$ cat config.mk
export PLATFORM = sky130hd
export DESIGN_NAME = usb_rx_pkt_ctrl_flat
export DESIGN_NICKNAME = d
export VERILOG_FILES = /design/src/rtl/usb_rx_pkt_ctrl_if.sv /design/src/rtl/usb_rx_pkt_ctrl.sv /design/src/flat_wrapper.sv
export SDC_FILE = /design/constraint.sdc
export NUM_CORES = 1
export LEC_CHECK = 0
export CAP_MARGIN = 25
export CORE_ASPECT_RATIO = 1.5
export CORE_MARGIN = 2
export CORE_UTILIZATION = 40
export DETAILED_ROUTE_END_ITERATION = 12
export GPL_TIMING_DRIVEN = 0
export PLACE_DENSITY = 0.67
export SLEW_MARGIN = 20
export SYNTH_ARGS = -nofsm -noshare
export SYNTH_HDL_FRONTEND = slang
export SYNTH_SLANG_ARGS = --single-unit
$ cat constraint.sdc
create_clock -name clk -period 6.2 [get_ports clk]
set_clock_uncertainty 0.15 [all_clocks]
set_input_delay 1.24 -clock clk [delete_from_list [all_inputs] [get_ports clk]]
set_output_delay 1.24 -clock clk [all_outputs]
set_load 0.03 [all_outputs]
$ cat src/rtl/usb_rx_pkt_ctrl_if.sv
// Bus between the USB byte receiver / SIE endpoint logic and the packet
// controller. The receiver side (and the device address) drives the rx_*
// signals; the controller drives the per-packet event outputs.
interface usb_rx_pkt_ctrl_if;
  // Byte receiver stream and device address
  logic [7:0]  rx_data;
  logic        rx_active;
  logic        rx_valid;
  logic        rx_error;
  logic [6:0]  dev_addr;

  // Token / SOF / handshake events
  logic        tok_valid;
  logic [3:0]  tok_pid;
  logic [3:0]  tok_endp;
  logic        sof_valid;
  logic [10:0] sof_frame;
  logic        hs_valid;
  logic [3:0]  hs_pid;

  // Data packet stream
  logic        dat_start;
  logic [3:0]  dat_pid;
  logic [7:0]  dat_byte;
  logic        dat_strobe;
  logic        dat_end;
  logic        dat_ok;

  // Rejection report
  logic        pkt_err;
  logic [2:0]  err_code;

  // Receiver / SIE side
  modport master (
    output rx_data, rx_active, rx_valid, rx_error, dev_addr,
    input  tok_valid, tok_pid, tok_endp, sof_valid, sof_frame, hs_valid, hs_pid,
           dat_start, dat_pid, dat_byte, dat_strobe, dat_end, dat_ok,
           pkt_err, err_code
  );

  // Packet controller side
  modport slave (
    input  rx_data, rx_active, rx_valid, rx_error, dev_addr,
    output tok_valid, tok_pid, tok_endp, sof_valid, sof_frame, hs_valid, hs_pid,
           dat_start, dat_pid, dat_byte, dat_strobe, dat_end, dat_ok,
           pkt_err, err_code
  );
endinterface

$ cat src/rtl/usb_rx_pkt_ctrl.sv
// USB low/full-speed receive packet controller. Sequences each packet from
// PID to end of packet, checks PID/length/CRC5/CRC16, filters tokens by
// device address and emits one registered event per packet. Data payload
// bytes pass through a 2-byte holdback so the trailing CRC16 is never output.
module usb_rx_pkt_ctrl #(
  parameter int MAX_PAYLOAD = 64,
  parameter int CNT_W       = 11
) (
  input logic              clk,
  input logic              reset_n,
  usb_rx_pkt_ctrl_if.slave bus
);

  typedef enum logic [2:0] {
    ST_IDLE,
    ST_PID,
    ST_TOKEN,
    ST_DATA,
    ST_HSHK,
    ST_WAIT_IDLE
  } state_e;

  typedef enum logic [2:0] {
    ERR_NONE  = 3'd0,
    ERR_PID   = 3'd1,
    ERR_CRC   = 3'd2,
    ERR_LEN   = 3'd3,
    ERR_RX    = 3'd4,
    ERR_OVF   = 3'd5,
    ERR_UNSUP = 3'd6
  } err_e;

  localparam logic [3:0]       PID_SOF   = 4'b0101;
  localparam logic [4:0]       CRC5_INIT = 5'h1F;
  localparam logic [4:0]       CRC5_RES  = 5'h06;
  localparam logic [15:0]      CRC16_INIT = 16'hFFFF;
  localparam logic [15:0]      CRC16_RES  = 16'hB001;
  // Byte count after the PID saturates here (payload + 2 CRC + 1 excess)
  localparam logic [CNT_W-1:0] CNT_MAX = CNT_W'(MAX_PAYLOAD + 3);
  // Highest byte count whose oldest held byte is still a legal payload byte
  localparam logic [CNT_W-1:0] CNT_LIM = CNT_W'(MAX_PAYLOAD + 2);

  // One CRC5 step per bit, LSB first, reflected polynomial
  function automatic logic [4:0] crc5_byte(input logic [4:0] crc, input logic [7:0] data);
    logic [4:0] c;
    c = crc;
    for (int i = 0; i < 8; i++) begin
      if (c[0] ^ data[i]) c = {1'b0, c[4:1]} ^ 5'h14;
      else                c = {1'b0, c[4:1]};
    end
    return c;
  endfunction

  // One CRC16 step per bit, LSB first, reflected polynomial
  function automatic logic [15:0] crc16_byte(input logic [15:0] crc, input logic [7:0] data);
    logic [15:0] c;
    c = crc;
    for (int i = 0; i < 8; i++) begin
      if (c[0] ^ data[i]) c = {1'b0, c[15:1]} ^ 16'hA001;
      else                c = {1'b0, c[15:1]};
    end
    return c;
  endfunction

  // Registered receiver inputs
  logic [7:0]       rx_data_q;
  logic             rx_active_q;
  logic             rx_valid_q;
  logic             rx_error_q;
  logic [6:0]       dev_addr_q;

  // Packet sequencing state
  state_e           state_q;
  logic             fresh_q;
  logic [3:0]       pid_q;
  logic [CNT_W-1:0] cnt_q,   cnt_d;
  logic [10:0]      field_q, field_d;
  logic [4:0]       crc5_q,  crc5_d;
  logic [15:0]      crc16_q, crc16_d;
  logic [7:0]       hold0_q, hold0_d;
  logic [7:0]       hold1_q, hold1_d;
  logic             ovf_q,   ovf_d;
  logic             strobe_d;

  // Registered event outputs
  logic             tok_valid_q;
  logic [3:0]       tok_pid_q;
  logic [3:0]       tok_endp_q;
  logic             sof_valid_q;
  logic [10:0]      sof_frame_q;
  logic             hs_valid_q;
  logic [3:0]       hs_pid_q;
  logic             dat_start_q;
  logic [3:0]       dat_pid_q;
  logic [7:0]       dat_byte_q;
  logic             dat_strobe_q;
  logic             dat_end_q;
  logic             dat_ok_q;
  logic             pkt_err_q;
  err_e             err_code_q;

  // Capture receiver inputs as-is
  // NOTE: these capture flops are deliberately left out of reset so that the
  // first cycle after release already sees the real rx_active level, which
  // is what decides between IDLE and WAIT_IDLE for an in-flight packet.
  always_ff @(posedge clk) begin
    rx_data_q   <= bus.rx_data;
    rx_active_q <= bus.rx_active;
    rx_valid_q  <= bus.rx_valid;
    rx_error_q  <= bus.rx_error;
    dev_addr_q  <= bus.dev_addr;
  end

  // Per-byte datapath update: counter, token field, CRCs, holdback, overflow
  // NOTE: every signal gets its hold value first so no path leaves one
  // unassigned, which would otherwise infer a latch.
  always_comb begin
    cnt_d    = cnt_q;
    field_d  = field_q;
    crc5_d   = crc5_q;
    crc16_d  = crc16_q;
    hold0_d  = hold0_q;
    hold1_d  = hold1_q;
    strobe_d = 1'b0;
    if (rx_valid_q) begin
      if (cnt_q != CNT_MAX) cnt_d = cnt_q + 1'b1;
      if (cnt_q == CNT_W'(0)) field_d[7:0]  = rx_data_q;
      if (cnt_q == CNT_W'(1)) field_d[10:8] = rx_data_q[2:0];
      if (cnt_q <  CNT_W'(2)) crc5_d = crc5_byte(crc5_q, rx_data_q);
      crc16_d  = crc16_byte(crc16_q, rx_data_q);
      hold0_d  = hold1_q;
      hold1_d  = rx_data_q;
      // A third byte pushes the oldest held byte out, unless it is past MAX
      strobe_d = (cnt_q >= CNT_W'(2)) && (cnt_d <= CNT_LIM);
    end
    ovf_d = ovf_q | (cnt_d > CNT_LIM);
  end

  // Packet FSM with registered event outputs
  // NOTE: sequential state uses non-blocking assignments only, so every
  // flop samples values from before the edge regardless of statement order.
  always_ff @(posedge clk) begin
    if (!reset_n) begin
      state_q      <= ST_IDLE;
      fresh_q      <= 1'b1;
      pid_q        <= '0;
      cnt_q        <= '0;
      field_q      <= '0;
      crc5_q       <= CRC5_INIT;
      crc16_q      <= CRC16_INIT;
      hold0_q      <= '0;
      hold1_q      <= '0;
      ovf_q        <= 1'b0;
      tok_valid_q  <= 1'b0;
      tok_pid_q    <= '0;
      tok_endp_q   <= '0;
      sof_valid_q  <= 1'b0;
      sof_frame_q  <= '0;
      hs_valid_q   <= 1'b0;
      hs_pid_q     <= '0;
      dat_start_q  <= 1'b0;
      dat_pid_q    <= '0;
      dat_byte_q   <= '0;
      dat_strobe_q <= 1'b0;
      dat_end_q    <= 1'b0;
      dat_ok_q     <= 1'b0;
      pkt_err_q    <= 1'b0;
      err_code_q   <= ERR_NONE;
    end else begin
      // Pulses default low; held values keep their last setting
      tok_valid_q  <= 1'b0;
      sof_valid_q  <= 1'b0;
      hs_valid_q   <= 1'b0;
      dat_start_q  <= 1'b0;
      dat_strobe_q <= 1'b0;
      dat_end_q    <= 1'b0;
      dat_ok_q     <= 1'b0;
      pkt_err_q    <= 1'b0;
      fresh_q      <= 1'b0;

      unique case (state_q)
        ST_IDLE: begin
          cnt_q   <= '0;
          field_q <= '0;
          crc5_q  <= CRC5_INIT;
          crc16_q <= CRC16_INIT;
          hold0_q <= '0;
          hold1_q <= '0;
          ovf_q   <= 1'b0;
          // A packet already in flight right after reset is ignored entirely
          if (rx_active_q) state_q <= fresh_q ? ST_WAIT_IDLE : ST_PID;
        end

        ST_PID: begin
          if (rx_error_q) begin
            pkt_err_q  <= 1'b1;
            err_code_q <= ERR_RX;
            state_q    <= ST_WAIT_IDLE;
          end else if (rx_valid_q) begin
            pid_q <= rx_data_q[3:0];
            if (rx_data_q[7:4] != ~rx_data_q[3:0]) begin
              pkt_err_q  <= 1'b1;
              err_code_q <= ERR_PID;
              state_q    <= ST_WAIT_IDLE;
            end else begin
              unique case (rx_data_q[1:0])
                2'b01: begin
                  if (rx_active_q) state_q <= ST_TOKEN;
                  else begin
                    // Token PID alone, then EOP: no address/CRC bytes
                    pkt_err_q  <= 1'b1;
                    err_code_q <= ERR_LEN;
                    state_q    <= ST_IDLE;
                  end
                end
                2'b11: begin
                  dat_start_q <= 1'b1;
                  dat_pid_q   <= rx_data_q[3:0];
                  if (rx_active_q) state_q <= ST_DATA;
                  else begin
                    // Data PID alone, then EOP: too short to carry CRC16
                    dat_end_q  <= 1'b1;
                    pkt_err_q  <= 1'b1;
                    err_code_q <= ERR_LEN;
                    state_q    <= ST_IDLE;
                  end
                end
                2'b10: begin
                  if (rx_active_q) state_q <= ST_HSHK;
                  else begin
                    hs_valid_q <= 1'b1;
                    hs_pid_q   <= rx_data_q[3:0];
                    state_q    <= ST_IDLE;
                  end
                end
                default: begin
                  pkt_err_q  <= 1'b1;
                  err_code_q <= ERR_UNSUP;
                  state_q    <= ST_WAIT_IDLE;
                end
              endcase
            end
          end else if (!rx_active_q) begin
            // Activity with no bytes at all: nothing to report
            state_q <= ST_IDLE;
          end
        end

        ST_TOKEN: begin
          if (rx_error_q) begin
            pkt_err_q  <= 1'b1;
            err_code_q <= ERR_RX;
            state_q    <= ST_WAIT_IDLE;
          end else begin
            cnt_q   <= cnt_d;
            field_q <= field_d;
            crc5_q  <= crc5_d;
            if (!rx_active_q) begin
              state_q <= ST_IDLE;
              if (cnt_d != CNT_W'(2)) begin
                pkt_err_q  <= 1'b1;
                err_code_q <= ERR_LEN;
              end else if (crc5_d != CRC5_RES) begin
                pkt_err_q  <= 1'b1;
                err_code_q <= ERR_CRC;
              end else if (pid_q == PID_SOF) begin
                sof_valid_q <= 1'b1;
                sof_frame_q <= field_d;
              end else if (field_d[6:0] == dev_addr_q) begin
                tok_valid_q <= 1'b1;
                tok_pid_q   <= pid_q;
                tok_endp_q  <= field_d[10:7];
              end
            end
          end
        end

        ST_DATA: begin
          if (rx_error_q) begin
            dat_end_q  <= 1'b1;
            pkt_err_q  <= 1'b1;
            err_code_q <= ERR_RX;
            state_q    <= ST_WAIT_IDLE;
          end else begin
            cnt_q   <= cnt_d;
            crc16_q <= crc16_d;
            hold0_q <= hold0_d;
            hold1_q <= hold1_d;
            ovf_q   <= ovf_d;
            if (strobe_d) begin
              dat_strobe_q <= 1'b1;
              dat_byte_q   <= hold0_q;
            end
            if (!rx_active_q) begin
              dat_end_q <= 1'b1;
              state_q   <= ST_IDLE;
              if (cnt_d < CNT_W'(2)) begin
                pkt_err_q  <= 1'b1;
                err_code_q <= ERR_LEN;
              end else if (ovf_d) begin
                pkt_err_q  <= 1'b1;
                err_code_q <= ERR_OVF;
              end else if (crc16_d != CRC16_RES) begin
                pkt_err_q  <= 1'b1;
                err_code_q <= ERR_CRC;
              end else begin
                dat_ok_q <= 1'b1;
              end
            end
          end
        end

        ST_HSHK: begin
          if (rx_error_q) begin
            pkt_err_q  <= 1'b1;
            err_code_q <= ERR_RX;
            state_q    <= ST_WAIT_IDLE;
          end else begin
            cnt_q <= cnt_d;
            if (!rx_active_q) begin
              state_q <= ST_IDLE;
              if (cnt_d == CNT_W'(0)) begin
                hs_valid_q <= 1'b1;
                hs_pid_q   <= pid_q;
              end else begin
                pkt_err_q  <= 1'b1;
                err_code_q <= ERR_LEN;
              end
            end
          end
        end

        ST_WAIT_IDLE: begin
          if (!rx_active_q) state_q <= ST_IDLE;
        end

        default: state_q <= ST_IDLE;
      endcase
    end
  end

  assign bus.tok_valid  = tok_valid_q;
  assign bus.tok_pid    = tok_pid_q;
  assign bus.tok_endp   = tok_endp_q;
  assign bus.sof_valid  = sof_valid_q;
  assign bus.sof_frame  = sof_frame_q;
  assign bus.hs_valid   = hs_valid_q;
  assign bus.hs_pid     = hs_pid_q;
  assign bus.dat_start  = dat_start_q;
  assign bus.dat_pid    = dat_pid_q;
  assign bus.dat_byte   = dat_byte_q;
  assign bus.dat_strobe = dat_strobe_q;
  assign bus.dat_end    = dat_end_q;
  assign bus.dat_ok     = dat_ok_q;
  assign bus.pkt_err    = pkt_err_q;
  assign bus.err_code   = err_code_q;

endmodule

$ cat src/flat_wrapper.sv
// flat-port wrapper written by rule: the top's interface ports become plain ports
module usb_rx_pkt_ctrl_flat 
#(
  parameter int MAX_PAYLOAD = 64,
  parameter int CNT_W       = 11
)
  (clk, reset_n, bus_rx_data, bus_rx_active, bus_rx_valid, bus_rx_error, bus_dev_addr, bus_tok_valid, bus_tok_pid, bus_tok_endp, bus_sof_valid, bus_sof_frame, bus_hs_valid, bus_hs_pid, bus_dat_start, bus_dat_pid, bus_dat_byte, bus_dat_strobe, bus_dat_end, bus_dat_ok, bus_pkt_err, bus_err_code);
  usb_rx_pkt_ctrl_if bus_i ();
  input logic clk;
  input logic reset_n;
  input wire logic [$bits(bus_i.rx_data)-1:0] bus_rx_data;
  input wire logic [$bits(bus_i.rx_active)-1:0] bus_rx_active;
  input wire logic [$bits(bus_i.rx_valid)-1:0] bus_rx_valid;
  input wire logic [$bits(bus_i.rx_error)-1:0] bus_rx_error;
  input wire logic [$bits(bus_i.dev_addr)-1:0] bus_dev_addr;
  output wire logic [$bits(bus_i.tok_valid)-1:0] bus_tok_valid;
  output wire logic [$bits(bus_i.tok_pid)-1:0] bus_tok_pid;
  output wire logic [$bits(bus_i.tok_endp)-1:0] bus_tok_endp;
  output wire logic [$bits(bus_i.sof_valid)-1:0] bus_sof_valid;
  output wire logic [$bits(bus_i.sof_frame)-1:0] bus_sof_frame;
  output wire logic [$bits(bus_i.hs_valid)-1:0] bus_hs_valid;
  output wire logic [$bits(bus_i.hs_pid)-1:0] bus_hs_pid;
  output wire logic [$bits(bus_i.dat_start)-1:0] bus_dat_start;
  output wire logic [$bits(bus_i.dat_pid)-1:0] bus_dat_pid;
  output wire logic [$bits(bus_i.dat_byte)-1:0] bus_dat_byte;
  output wire logic [$bits(bus_i.dat_strobe)-1:0] bus_dat_strobe;
  output wire logic [$bits(bus_i.dat_end)-1:0] bus_dat_end;
  output wire logic [$bits(bus_i.dat_ok)-1:0] bus_dat_ok;
  output wire logic [$bits(bus_i.pkt_err)-1:0] bus_pkt_err;
  output wire logic [$bits(bus_i.err_code)-1:0] bus_err_code;
  assign bus_i.rx_data = bus_rx_data;
  assign bus_i.rx_active = bus_rx_active;
  assign bus_i.rx_valid = bus_rx_valid;
  assign bus_i.rx_error = bus_rx_error;
  assign bus_i.dev_addr = bus_dev_addr;
  assign bus_tok_valid = bus_i.tok_valid;
  assign bus_tok_pid = bus_i.tok_pid;
  assign bus_tok_endp = bus_i.tok_endp;
  assign bus_sof_valid = bus_i.sof_valid;
  assign bus_sof_frame = bus_i.sof_frame;
  assign bus_hs_valid = bus_i.hs_valid;
  assign bus_hs_pid = bus_i.hs_pid;
  assign bus_dat_start = bus_i.dat_start;
  assign bus_dat_pid = bus_i.dat_pid;
  assign bus_dat_byte = bus_i.dat_byte;
  assign bus_dat_strobe = bus_i.dat_strobe;
  assign bus_dat_end = bus_i.dat_end;
  assign bus_dat_ok = bus_i.dat_ok;
  assign bus_pkt_err = bus_i.pkt_err;
  assign bus_err_code = bus_i.err_code;
  usb_rx_pkt_ctrl #(.MAX_PAYLOAD(MAX_PAYLOAD), .CNT_W(CNT_W)) u_core (.clk(clk), .reset_n(reset_n), .bus(bus_i));
endmodule
**Yosys cells after proc, flatten, opt, wreduce, memory -nomap -nowiden**

Index checks and enable logic that the tools add are counted.

- Add/sub/neg operators: 1
- Multiply operators: 0
- Divide/modulo/power cells: 0
- $lt $le $gt $ge: 5
- Eq/ne operators: 38
- Shift operators: 0
- Mux-type cells: 140
- Bitwise logic cells: 45
- Reductions and logical operators: 27

Operators with widths:

| kind | count |
|---|---|
| 2-to-1 mux 16 bit | 17 |
| 2-to-1 mux 5 bit | 25 |
| 2-to-1 mux 3 bit | 25 |
| 2-to-1 mux 11 bit | 6 |
| case mux 11 bit (2 select lines) | 2 |
| 2-to-1 mux 8 bit | 5 |
| 2-to-1 mux 1 bit | 36 |
| 2-to-1 mux 4 bit | 8 |
| case mux 16 bit (2 select lines) | 1 |
| case mux 8 bit (2 select lines) | 2 |
| NOT 2 -> 3 bit | 8 |
| case mux 3 bit (4 select lines) | 2 |
| logical NOT 11 bit | 2 |
| < comparator 11 x 2 -> 1 bit, second input constant | 2 |
| != test 2 bit, second input constant | 9 |
| != test 16 bit, second input constant | 1 |
| NOT 1 -> 2 bit | 8 |
| bitwise XOR 1 bit | 16 |
| OR reduction 6 bit | 2 |
| adder 11 x 1 -> 11 bit, second input constant | 1 |
| equality test 11 x 1 -> 1 bit, second input constant | 1 |
| >= comparator 11 x 2 -> 1 bit, second input constant | 1 |
| greater-than comparator 11 x 7 -> 1 bit, second input constant | 1 |
| less-or-equal comparator 11 x 7 -> 1 bit, second input constant | 1 |
| 44 further kinds | 74 |

- Flip-flop bits (word level): 132
- Bits in latches: 0
- Memory bits (writable): 0
- ROM bits: 0
- Bits of input ports: 20
- Output and inout port bits: 46
- Logic and storage cells: 286
- Memories: 0

**Logic depth before layout (Yosys ltp)**

Gate-level depths: netlist (run 1).

- Depth after elaboration: 38
- Mapped depth: 12
- Depth with buffers taken out: 10

**Least setup slack after synthesis (run 1)**

No wires, ideal clock.

- Kind: flip-flop to flip-flop
- Start: register u_core.cnt_q[7]
- End: register u_core.tok_endp_q[0], in the netlist u_core.bus.tok_endp[0]
- Setup time: 0.128 ns
- Arrival time: 2.893 ns
- Data required time: 5.922 ns
- Path slack: 3.029 ns
- Stages on the path, launching flop included: 10
- Path buffers: 1
- Period minus slack after synthesis: 3.171 ns
- Path through: dfxtp_1 -> buf_6 -> or4_4 -> nor2_4 -> nand4_4 -> or4_1 -> a221o_1 -> nor4_4 -> mux2i_1 -> nor2_1

- Longest elaborated chain between the ends: 7
- Elaborated cells between the ends (all ways): 17
- Classes of those cells: add/sub: 1; order compare: 1; eq/ne: 4; mux: 7; bitwise: 2; reduce/logical: 2

Ends and longest elaborated chain:

| item | line | text |
|---|---|---|
| start, declared | usb_rx_pkt_ctrl.sv:76 | `logic [CNT_W-1:0] cnt_q, cnt_d;` |
| start signal, assigned | usb_rx_pkt_ctrl.sv:255 | `cnt_q <= cnt_d;` |
| start signal, assigned | usb_rx_pkt_ctrl.sv:285 | `cnt_q <= cnt_d;` |
| start signal, assigned | usb_rx_pkt_ctrl.sv:319 | `cnt_q <= cnt_d;` |
| adder 11 x 1 -> 11 bit or != test 11 x 7 -> 1 bit (tied branches) | usb_rx_pkt_ctrl.sv:126 | `if (cnt_q != CNT_MAX) cnt_d = cnt_q + 1'b1;` |
| 2-to-1 mux 11 bit | usb_rx_pkt_ctrl.sv:126 |  |
| 2-to-1 mux 11 bit (2 in series) | usb_rx_pkt_ctrl.sv:125 | `if (rx_valid_q) begin` |
| != test 11 x 2 -> 1 bit | usb_rx_pkt_ctrl.sv:260 | `if (cnt_d != CNT_W'(2)) begin` |
| NOT 1 bit (no source line) | -- |  |
| AND reduction 7 bit (no source line) | -- |  |
| end signal, assigned | usb_rx_pkt_ctrl.sv:272 | `tok_endp_q <= field_d[10:7];` |
| end, declared | usb_rx_pkt_ctrl.sv:88 | `logic [3:0] tok_endp_q;` |

Parallel ways exist; a longest one is shown, timed or not. The select of a mux whose other input is x is not followed.
A chain may end at the register's enable or synchronous reset.

**Final worst setup path (run 1)**

- Start: register u_core.cnt_q[7]
- End: register u_core.sof_frame_q[5], in the netlist u_core.bus.sof_frame[5]

- Longest elaborated chain between the ends: 7
- Elaborated cells between the ends (all ways): 16
- Classes of those cells: add/sub: 1; order compare: 1; eq/ne: 3; mux: 7; bitwise: 2; reduce/logical: 2

Ends and longest elaborated chain:

| item | line | text |
|---|---|---|
| adder 11 x 1 -> 11 bit or != test 11 x 7 -> 1 bit (tied branches) | usb_rx_pkt_ctrl.sv:126 |  |
| 2-to-1 mux 11 bit | usb_rx_pkt_ctrl.sv:126 |  |
| 2-to-1 mux 11 bit (2 in series) | usb_rx_pkt_ctrl.sv:125 |  |
| != test 11 x 2 -> 1 bit | usb_rx_pkt_ctrl.sv:260 |  |
| NOT 1 bit (no source line) | -- |  |
| AND reduction 6 bit (no source line) | -- |  |
| end signal, assigned | usb_rx_pkt_ctrl.sv:268 | `sof_frame_q <= field_d;` |
| end, declared | usb_rx_pkt_ctrl.sv:90 | `logic [10:0] sof_frame_q;` |

Parallel ways exist; a longest one is shown, timed or not. The select of a mux whose other input is x is not followed.

==> results by group, run 1 <==
Worst setup path
  – Startpoint Class: register
  – Cells along the critical path: buf_6, nor4_1, a311oi_1, a221o_1, nor2_1, nand4_1, nor3_2, buf_2, nor2_1, a211oi_1
  – Slowest cell delay on critical path: 0.79 ns
  – Required @ worst endpoint: 6.38 ns
  – Top cell by count, worst path: nor2_1
  – Crit-path max FO: 10
  – CP Class: register to register
  – Slowest CP cell: nor4_1
  – Arrival time worst endpoint: 4.02 ns
  – Worst Setup End Kind: register
  – Buf+Inv Stages, Crit Path: 2
  – CP top delay family: simple AND/OR/NAND/NOR gates

CTS
  – Clock tree buffer depth: 2
  – CTS HTree Levels: 4
  – CTS root buffer: clkbuf_16
  – Reg clk slew, reported paths: 0.06 ns
  – CTS tree: done
  – Post-CTS sizing: 0
  – Clk Latency, worst-skew pair: 0.42 ns
  – Post-CTS setup buffers: 0
  – Hold Buf Count CTS: 0
  – Num CTS Buffers: 17
  – Clk sinks: 132

Logic synthesis
  – Post-synth top flop: dfxtp_1
  – Compound-cell area share of the yosys netlist: 0.1637
  – EDFF count, synth: 0
  – Netlist cell types: 69
  – Post-synthesis sequential area ratio: 0.4122
  – Synth Net Count: 793
  – Post-Synth Simple-Gate Area: 0.2342
  – #FFs+latches synth: 132
  – Share of flip-flops with an asynchronous set or reset: 0
  – Synth Area in Adders: 0.007806
  – Post-synthesis mux area share: 0.05543
  – Syn Area/Cell: 8.337 µm²
  – Post-Synth XOR/XNOR Area: 0.08372
  – Synth warnings: 0
  – Combinational family with the most area after synthesis: simple AND/OR/NAND/NOR gates
  – Post-Syn Area: 6411 µm²
  – Post-Synthesis Cells: 769

Timing
  – TNS Setup: 0 ns
  – Max-slew headroom: 0.3795
  – Max-slew violations: 0
  – Final worst slack: 2.358 ns
  – Max Fclk: 260.3 MHz
  – Minimum clock period: 3.842 ns
  – Worst Max-Slew Pin Slew: 0.9222 ns
  – Period utilisation layout: 0.6196
  – Final hold viol count: 0
  – Worst hold slack: 0.3051 ns
  – Final setup fails: 0
  – RSZ-0062 raised after global routing: false

Detailed routing
  – Wire per inst: 17.37 µm
  – ANT nets after route: 0
  – Drt pass-1 iters: 5
  – Remaining DRCs: 0
  – Via count: 6026
  – DR vias/cell: 5.632
  – Final wirelength: 18590 µm
  – Initial DRC count: 438

Power and ir drop
  – Gate power share: 0.109
  – Leakage: 2.809 nW
  – Sw Ratio: 0.2577
  – Sequential power share: 0.394
  – Power per cell area: 277.4 nW/µm²
  – Net Switching: 569.0 µW
  – Internal power: 1.640 mW
  – Total chip power: 2.209 mW
  – Clk network pwr share: 0.497
  – VDD IR max: 0.0001739 V

Global route
  – Total grt overflow: 0
  – Largest net degree at the start of global routing: 17
  – All-Layer GR Usage: 0.2223
  – Vias in the first global route: 5871
  – First-pass GRT wire length: 29980 µm
  – Initial antenna violation count: 0

Finish
  – Utilization after layout: 0.5072
  – Layout cell share with drive strength beyond 1: 0.06690
  – Non-Filler Instances: 1070
  – Layout area overhead: 24.16%
  – Final net count: 878
  – Antenna cells: 0
  – Final Cell Area: 7960 µm²

Floorplan
  – Initial Util: 0.4085
  – Horiz. Die Dim: 107.4 µm
  – Core Region: 15700 µm²
  – IO Count: 66
  – Die height: 159.1 µm
  – Die area: 17080 µm²
  – Num rows: 56

Placement
  – Placer Congestion: 0.9480
  – Placed Instances: 1036
  – Pre-CTS setup slack: 2.420 ns
  – Port bufs: 64
  – Dpl hpwl: 13340 µm
  – DP Area: 7311 µm²

Run
  – Max Cap Violations: 0

Worst hold path
  – Worst Hold Class: register to register

Status
  – Status: finished clean
## cells by family after synthesis
| family | Yosys count |
|---|---|
| AND/OR/NAND/NOR | 308 |
| AO/OA/AOI/OAI | 168 |
| flip-flops | 132 |
| buffers and inverters | 68 |
| XOR/XNOR | 54 |
| multiplexers | 35 |
| adder cells (fa/ha/maj) | 4 |
## final timing paths
check                                                     from  slack [ns]  cells after the start                                    to
worst max-delay path              u_core.cnt_q[7]$_SDFFE_PN0P_        2.36                     10  u_core.bus.sof_frame[5]$_SDFFE_PN0P_
worst min-delay path            u_core.hold1_q[7]$_SDFFE_PN0P_        0.31                      2        u_core.hold0_q[7]$_SDFFE_PN0P_
worst max register to register    u_core.cnt_q[7]$_SDFFE_PN0P_        2.36                     10  u_core.bus.sof_frame[5]$_SDFFE_PN0P_
worst min register to register  u_core.hold1_q[7]$_SDFFE_PN0P_        0.31                      2        u_core.hold0_q[7]$_SDFFE_PN0P_
## routing by layer
layer,GRT usage,vias up,part of all wire
li1,-,2909,-
met1,0.2508,2837,0.40
met2,0.3930,220,0.51
met3,0.03766,60,0.044
met4,0.1177,0,0.044
met5,0,-,0
## registers in the layout, indices dropped and copies added (netlist names), 3 cells and up
register              cells
u_core.field_q           11
u_core.hold0_q            8
u_core.bus.sof_frame     11
u_core.bus.hs_pid         4
u_core.dev_addr_q         7
u_core.rx_data_q          8
u_core.crc16_q           16
u_core.cnt_q             11
u_core.state_q            3
u_core.bus.dat_pid        4
u_core.bus.tok_pid        4
u_core.bus.tok_endp       4
u_core.bus.err_code       3
u_core.hold1_q            8
u_core.bus.dat_byte       8
u_core.crc5_q             5
u_core.pid_q              4
## final cells by class
class,count,area [µm²]
plain buffers,57,234.0
clock buffers,19,442.9
clock inverters,13,196.4
fillers,1536,7735
inverters,11,41.29
multi-input cells,569,3498
flip-flops and latches,132,2643
well taps,203,254.0
repair buffers,66,650.6
## power groups by stage
stage               registers [mW]  clock network (mW)  logic, mW
floorplan                    0.894                   0      0.155
global placement             0.890                   0      0.234
detailed placement           0.890                   0      0.235
CTS                          0.871                1.11      0.236
global route                 0.872                1.14      0.258
finish                       0.871                1.10      0.240
## Yosys cell counts, types with 5 or more instances
cell      instances  area share
clkbuf_1         42       0.025
nand3_1          41       0.032
nor4_1            8      0.0078
xor2_1           17       0.023
buf_2            10      0.0078
mux2i_1          31       0.048
xnor2_1          32       0.044
nand2_1         103       0.060
nand4_1          13       0.013
a21oi_1          58       0.045
nor2_1           73       0.043
dfxtp_1         132        0.41
or4_1             5      0.0059
nor3_1           14       0.011
o31ai_1           5      0.0059
a31oi_1           6      0.0059
and3_1            6      0.0059
nor2b_1           5      0.0049
and2_1            7      0.0068
a211oi_1         12       0.014
o21ai_0          30       0.023
inv_1            10      0.0059
o22ai_1          18       0.018
or3_1            10      0.0098
## worst register-to-register path, cell delays in order, from the launching register on
cell      delay (ns)
dfxtp_1         0.31
buf_6           0.13
nor4_1          0.79
a311oi_1        0.26
a221o_1         0.35
nor2_1          0.28
nand4_1         0.20
nor3_2          0.66
buf_2           0.35
nor2_1          0.06
a211oi_1        0.21
## cells in the final DEF, fill, tap and decap left out, types with 6 or more instances in the layout
cell	Yosys	final
a21oi_1	58	58
a211oi_1	12	12
clkdlybuf4s50_1	0	64
nand3_1	41	41
inv_1	10	10
or3_1	10	10
o21ai_0	30	30
clkbuf_16	0	17
nor4_1	8	8
o22ai_1	18	18
nand4_1	13	13
xor2_1	17	17
nor2_1	73	73
and2_1	7	7
dfxtp_1	132	132
and3_1	6	6
nand2_1	103	103
clkbuf_1	42	43
nor3_1	14	13
xnor2_1	32	32
a31oi_1	6	6
buf_2	10	10
mux2i_1	31	31
Note: power is estimated with default switching activity, not from simulation.
==> run 2: changes to the inputs <==
==> constraint.sdc (replaced) <==
create_clock -name clk -period 4 [get_ports clk]
set_clock_uncertainty 0.15 [all_clocks]
set_input_delay 0.8 -clock clk [delete_from_list [all_inputs] [get_ports clk]]
set_output_delay 0.8 -clock clk [all_outputs]
set_load 0.03 [all_outputs]
==> results by group, run 2 (same netlist as run 1, synthesis figures left out) <==
Detailed routing
  – Drt pass-1 iters: 5
  – Final wirelength: 18580 µm
  – Routed length on met1: 7413 µm
  – Via count: 5977
  – Wire per inst: 17.36 µm
  – ANT nets after route: 0
  – Remaining DRCs: 0
  – Initial DRC count: 390
  – Metal3 WL: 771 µm
  – Met2 WL post-DR: 9562 µm
  – DR vias/cell: 5.586
  – Top layer in use: met4

Worst setup path
  – Cells along the critical path: clkbuf_1, nor3_1, a311oi_1, a221o_1, or4b_1, and4bb_1, o211a_1, buf_2, nor2_1, a311oi_1
  – Slowest CP cell: nor3_1
  – Crit-path max FO: 10
  – Required @ worst endpoint: 4.17 ns
  – Startpoint Class: register
  – Worst Setup End Kind: register
  – Arrival time worst endpoint: 3.93 ns
  – Slowest cell delay on critical path: 0.72 ns
  – CP Class: register to register
  – Top cell by count, worst path: a311oi_1

Timing
  – Final hold viol count: 0
  – Worst Max-Slew Pin Slew: 0.8392 ns
  – RSZ-0062 raised after global routing: false
  – Max-slew headroom: 0.4405
  – TNS Setup: 0 ns
  – Period utilisation layout: 0.9379
  – Final setup fails: 0
  – Max-slew violations: 0
  – Minimum clock period: 3.752 ns
  – Max Fclk: 266.5 MHz

Global route
  – Initial antenna violation count: 0
  – Vias in the first global route: 5871
  – Total grt overflow: 0
  – First-pass GRT wire length: 29980 µm
  – All-Layer GR Usage: 0.2223
  – Largest net degree at the start of global routing: 17

Floorplan
  – IO Count: 66
  – Initial Util: 0.4085
  – Num rows: 56
  – Die area: 17080 µm²
  – Die height: 159.1 µm
  – Core Region: 15700 µm²
  – Horiz. Die Dim: 107.4 µm

Power and ir drop
  – Leakage: 2.827 nW
  – Internal power: 2.541 mW
  – Gate power share: 0.109
  – Power per cell area: 429.1 nW/µm²
  – Net Switching: 880.1 µW
  – Sequential power share: 0.395
  – VDD IR max: 0.0002711 V
  – Clk network pwr share: 0.496
  – Sw Ratio: 0.2572

Finish
  – Antenna cells: 0
  – Most frequent cells in the layout: dfxtp_1, nand2_1, nor2_1
  – Layout area overhead: 24.36%
  – Max FFs per register: 16
  – Largest register by flop count: u_core.crc16_q
  – Commonest non-fill, non-tap cell in the layout: dfxtp_1
  – Non-Filler Instances: 1070
  – Final Cell Area: 7973 µm²
  – Layout cell share with drive strength beyond 1: 0.06805
  – Final net count: 878

CTS
  – Num CTS Buffers: 17
  – Clk sinks: 132
  – CTS HTree Levels: 4
  – Reg clk slew, reported paths: 0.06 ns
  – CTS tree: done
  – CTS root buffer: clkbuf_16
  – Hold Buf Count CTS: 0
  – Clk Latency, worst-skew pair: 0.42 ns
  – Clock tree buffer depth: 2
  – Post-CTS setup buffers: 0

Placement
  – Port bufs: 64
  – Dpl hpwl: 13340 µm
  – DP Area: 7311 µm²
  – Placed Instances: 1036
  – Placer Congestion: 0.9480

Status
  – Status: finished clean

Worst hold path
  – Worst Hold Class: register to register

Run
  – Max Cap Violations: 0
run 2: cell count changes in the layout (fill, tap and decap cells not counted):
cell,previous run,this run
nor3_4,0,1
nor4_1,8,7
nor3_2,2,1
nor4_2,0,1
run 2: critical path, delay by kind of cell (launching register included):
kind	cells	cell delay, ns
buf+inv	2	0.41
simple gates	4	1.73
compound gates	4	1.06
flops	1	0.29
run 2: routing by layer:
metal,track usage,vias to the layer above
li1,-,2909
met4,0.1177,0
met2,0.3930,201
met3,0.03766,57
met5,0,-
met1,0.2508,2810
run 2: cell type report:
type | instances | area [µm²]
Inverter | 11 | 41.29
Multi-Input combinational cell | 569 | 3511
Clock buffer | 19 | 442.9
Fill cell | 1533 | 7722
Tap cell | 203 | 254.0
Sequential cell | 132 | 2643
Timing Repair Buffer | 66 | 650.6
Clock inverter | 13 | 196.4
Buffer | 57 | 234.0
run 2: path summary, 6_finish.rpt:
path                                  start                                 to  slack [ns]  cells after the start
max            u_core.cnt_q[3]$_SDFFE_PN0P_  u_core.bus.hs_pid[3]$_SDFFE_PN0P_        0.25                     10
min          u_core.hold1_q[7]$_SDFFE_PN0P_     u_core.hold0_q[7]$_SDFFE_PN0P_        0.31                      2
max reg2reg    u_core.cnt_q[3]$_SDFFE_PN0P_  u_core.bus.hs_pid[3]$_SDFFE_PN0P_        0.25                     10
min reg2reg  u_core.hold1_q[7]$_SDFFE_PN0P_     u_core.hold0_q[7]$_SDFFE_PN0P_        0.31                      2
run 2: per-stage QoR:
stage | power, mW | hold slack (ns) | utilization | setup slack [ns]
floorplan | 1.625 | 0.2821 | - | 0.8295
global placement | 1.741 | 0.2948 | 0.4655 | 0.2146
detailed placement | 1.743 | 0.2964 | 0.4658 | 0.2201
CTS | 3.431 | 0.3082 | 0.5065 | 0.1713
global route | 3.525 | 0.3296 | 0.5080 | 0.001742
finish | 3.421 | 0.3058 | 0.5080 | 0.2483
run 2: repair_timing:
action,in CTS,in global routing
gates resized for setup,0,2
setup endpoints to repair,0,7
hold endpoints to repair,0,0
run 2: power by group through the flow:
stage / registers [mW] / clock network (mW) / logic [mW]
after floorplan: 1.38 / 0 / 0.240
after global placement: 1.38 / 0 / 0.362
after detailed placement: 1.38 / 0 / 0.364
after CTS: 1.35 / 1.72 / 0.366
after global routing: 1.35 / 1.77 / 0.401
final: 1.35 / 1.70 / 0.373
==> run 3: changes to the inputs <==
--- a/config.mk
+++ b/config.mk
@@ -12,7 +12,7 @@
 export DETAILED_ROUTE_END_ITERATION = 12
 export GPL_TIMING_DRIVEN = 0
 export PLACE_DENSITY = 0.67
-export SLEW_MARGIN = 20
+export SLEW_MARGIN = 25
 export SYNTH_ARGS = -nofsm -noshare
 export SYNTH_HDL_FRONTEND = slang
 export SYNTH_SLANG_ARGS = --single-unit
==> results by group, run 3 (same netlist as run 1, synthesis figures left out) <==
Worst setup path
  – Cells along the critical path: clkbuf_1, nor3_1, a311oi_1, a221o_1, or4b_1, and4bb_1, o211a_1, buf_2, nor2_1, a311oi_1
  – Slowest CP cell: nor3_1
  – Reg2Reg Depth: 10
  – Required @ worst endpoint: 4.17 ns
  – Startpoint Class: register
  – CP Class: register to register
  – Arrival time worst endpoint: 3.90 ns
  – Cell count along the critical path: 10
  – Worst Setup End Kind: register
  – Crit-path max FO: 10
  – CP top delay family: simple AND/OR/NAND/NOR gates
  – Slowest cell delay on critical path: 0.72 ns
  – Top cell by count, worst path: a311oi_1
  – Buf+Inv Stages, Crit Path: 2

Placement
  – Placer Congestion: 0.9480
  – Port bufs: 64
  – Dpl hpwl: 13340 µm
  – Pre-CTS setup slack: 0.2201 ns

Run
  – Max Cap Violations: 0

Floorplan
  – Core Region: 15700 µm²
  – Die height: 159.1 µm
  – Initial Util: 0.4085
  – Num rows: 56
  – Die area: 17080 µm²
  – Horiz. Die Dim: 107.4 µm
  – IO Count: 66

Timing
  – Final setup fails: 0
  – Minimum clock period: 3.728 ns
  – Max Fclk: 268.3 MHz
  – Max-slew violations: 0
  – Final hold viol count: 0
  – RSZ-0062 raised after global routing: false
  – Final worst slack: 0.2724 ns
  – Max-slew headroom: 0.4389
  – TNS Setup: 0 ns
  – Worst Max-Slew Pin Slew: 0.8417 ns
  – Period utilisation layout: 0.9319
  – Worst hold slack: 0.3071 ns

Finish
  – Most frequent cells in the layout: dfxtp_1, nand2_1, nor2_1
  – Fillers: 1532
  – Layout area overhead: 24.38%
  – Commonest non-fill, non-tap cell in the layout: dfxtp_1
  – Largest register by flop count: u_core.crc16_q
  – Antenna cells: 0
  – Max FFs per register: 16
  – Layout cell share with drive strength beyond 1: 0.06821
  – Final net count: 876

Worst hold path
  – Worst Hold Class: register to register
  – Hold Path Depth: 2

Global route
  – All-Layer GR Usage: 0.2223
  – Initial antenna violation count: 0
  – First-pass GRT wire length: 29980 µm
  – Total grt overflow: 0
  – Vias in the first global route: 5871
  – Largest net degree at the start of global routing: 17

Status
  – Status: finished clean

Power and ir drop
  – Power per cell area: 429.0 nW/µm²
  – VDD IR max: 0.0002709 V
  – Leakage: 2.822 nW

CTS
  – CTS HTree Levels: 4
  – Clock tree buffer depth: 2
  – Post-CTS setup buffers: 0
  – Reg clk slew, reported paths: 0.06 ns
  – CTS tree: done
  – Clk Latency, worst-skew pair: 0.42 ns
  – Clk sinks: 132
  – Num CTS Buffers: 17
  – CTS root buffer: clkbuf_16

Detailed routing
  – Via count: 6003
  – ANT nets after route: 0
  – Final wirelength: 18570 µm
  – Remaining DRCs: 0
  – DR vias/cell: 5.621
  – Initial DRC count: 441
  – Drt pass-1 iters: 5
  – Wire per inst: 17.39 µm
## run 3: cell count changes in the layout (fill, tap and decap cells not counted)
cell,change
clkbuf_2,-2
nor3b_1,-1
nor3b_2,+1
nor4_1,-1
nor4_2,+1
## run 3: metal layers
metal,wire (µm),global-route usage
met4,779,0.1177
met3,815,0.03766
met5,0,0
met2,9573,0.3930
met1,7405,0.2508
## run 3: final cells by class
| cell class | instances | area (µm²) | share of cell area |
|---|---|---|---|
| Timing Repair Buffer | 64 | 640.6 | 0.08034 |
| Tap cell | 203 | 254.0 | 0.03185 |
| Clock buffer | 19 | 442.9 | 0.05555 |
| Sequential cell | 132 | 2643 | 0.3314 |
| Clock inverter | 13 | 196.4 | 0.02464 |
| Inverter | 11 | 41.29 | 0.005178 |
| Buffer | 57 | 234.0 | 0.02934 |
| Multi-Input combinational cell | 569 | 3522 | 0.4417 |
## run 3: tightest hold or removal path: cells and delay by family, from the launching register on
kind / cells / cell delay, ns
DFF: 1 / 0.31
and+or+nand+nor: 1 / 0.05
AOI/OAI and AO/OA: 1 / 0.05
## run 3: worst paths after layout
check | startpoint | endpoint | slack, ns
worst max-delay path | u_core.cnt_q[3]$_SDFFE_PN0P_ | u_core.bus.hs_pid[3]$_SDFFE_PN0P_ | 0.27
worst min-delay path | u_core.hold1_q[2]$_SDFFE_PN0P_ | u_core.hold0_q[2]$_SDFFE_PN0P_ | 0.31
worst max register to register | u_core.cnt_q[3]$_SDFFE_PN0P_ | u_core.bus.hs_pid[3]$_SDFFE_PN0P_ | 0.27
worst min register to register | u_core.hold1_q[2]$_SDFFE_PN0P_ | u_core.hold0_q[2]$_SDFFE_PN0P_ | 0.31
## run 3: timing repair
action,in CTS,in global routing
gates resized for setup,0,2
setup endpoints to repair,0,7
hold buffers,0,0
## run 3: metrics by stage
stage	util	area, µm²	total power [mW]	cells
detailed placement	0.4658	7311	1.743	1036
finish	0.5081	7974	3.421	1068
global placement	0.4655	7306	1.741	1036
floorplan	-	6411	1.625	769
global route	0.5081	7974	3.525	1068
CTS	0.5065	7950	3.431	1068
## run 3: where the power goes
part	switching [mW]	leakage, nW	total, mW	internal, mW
combinational	0.240	1.44	0.372	0.132
clock	0.626	0.311	1.70	1.07
sequential	0.0148	1.07	1.35	1.34
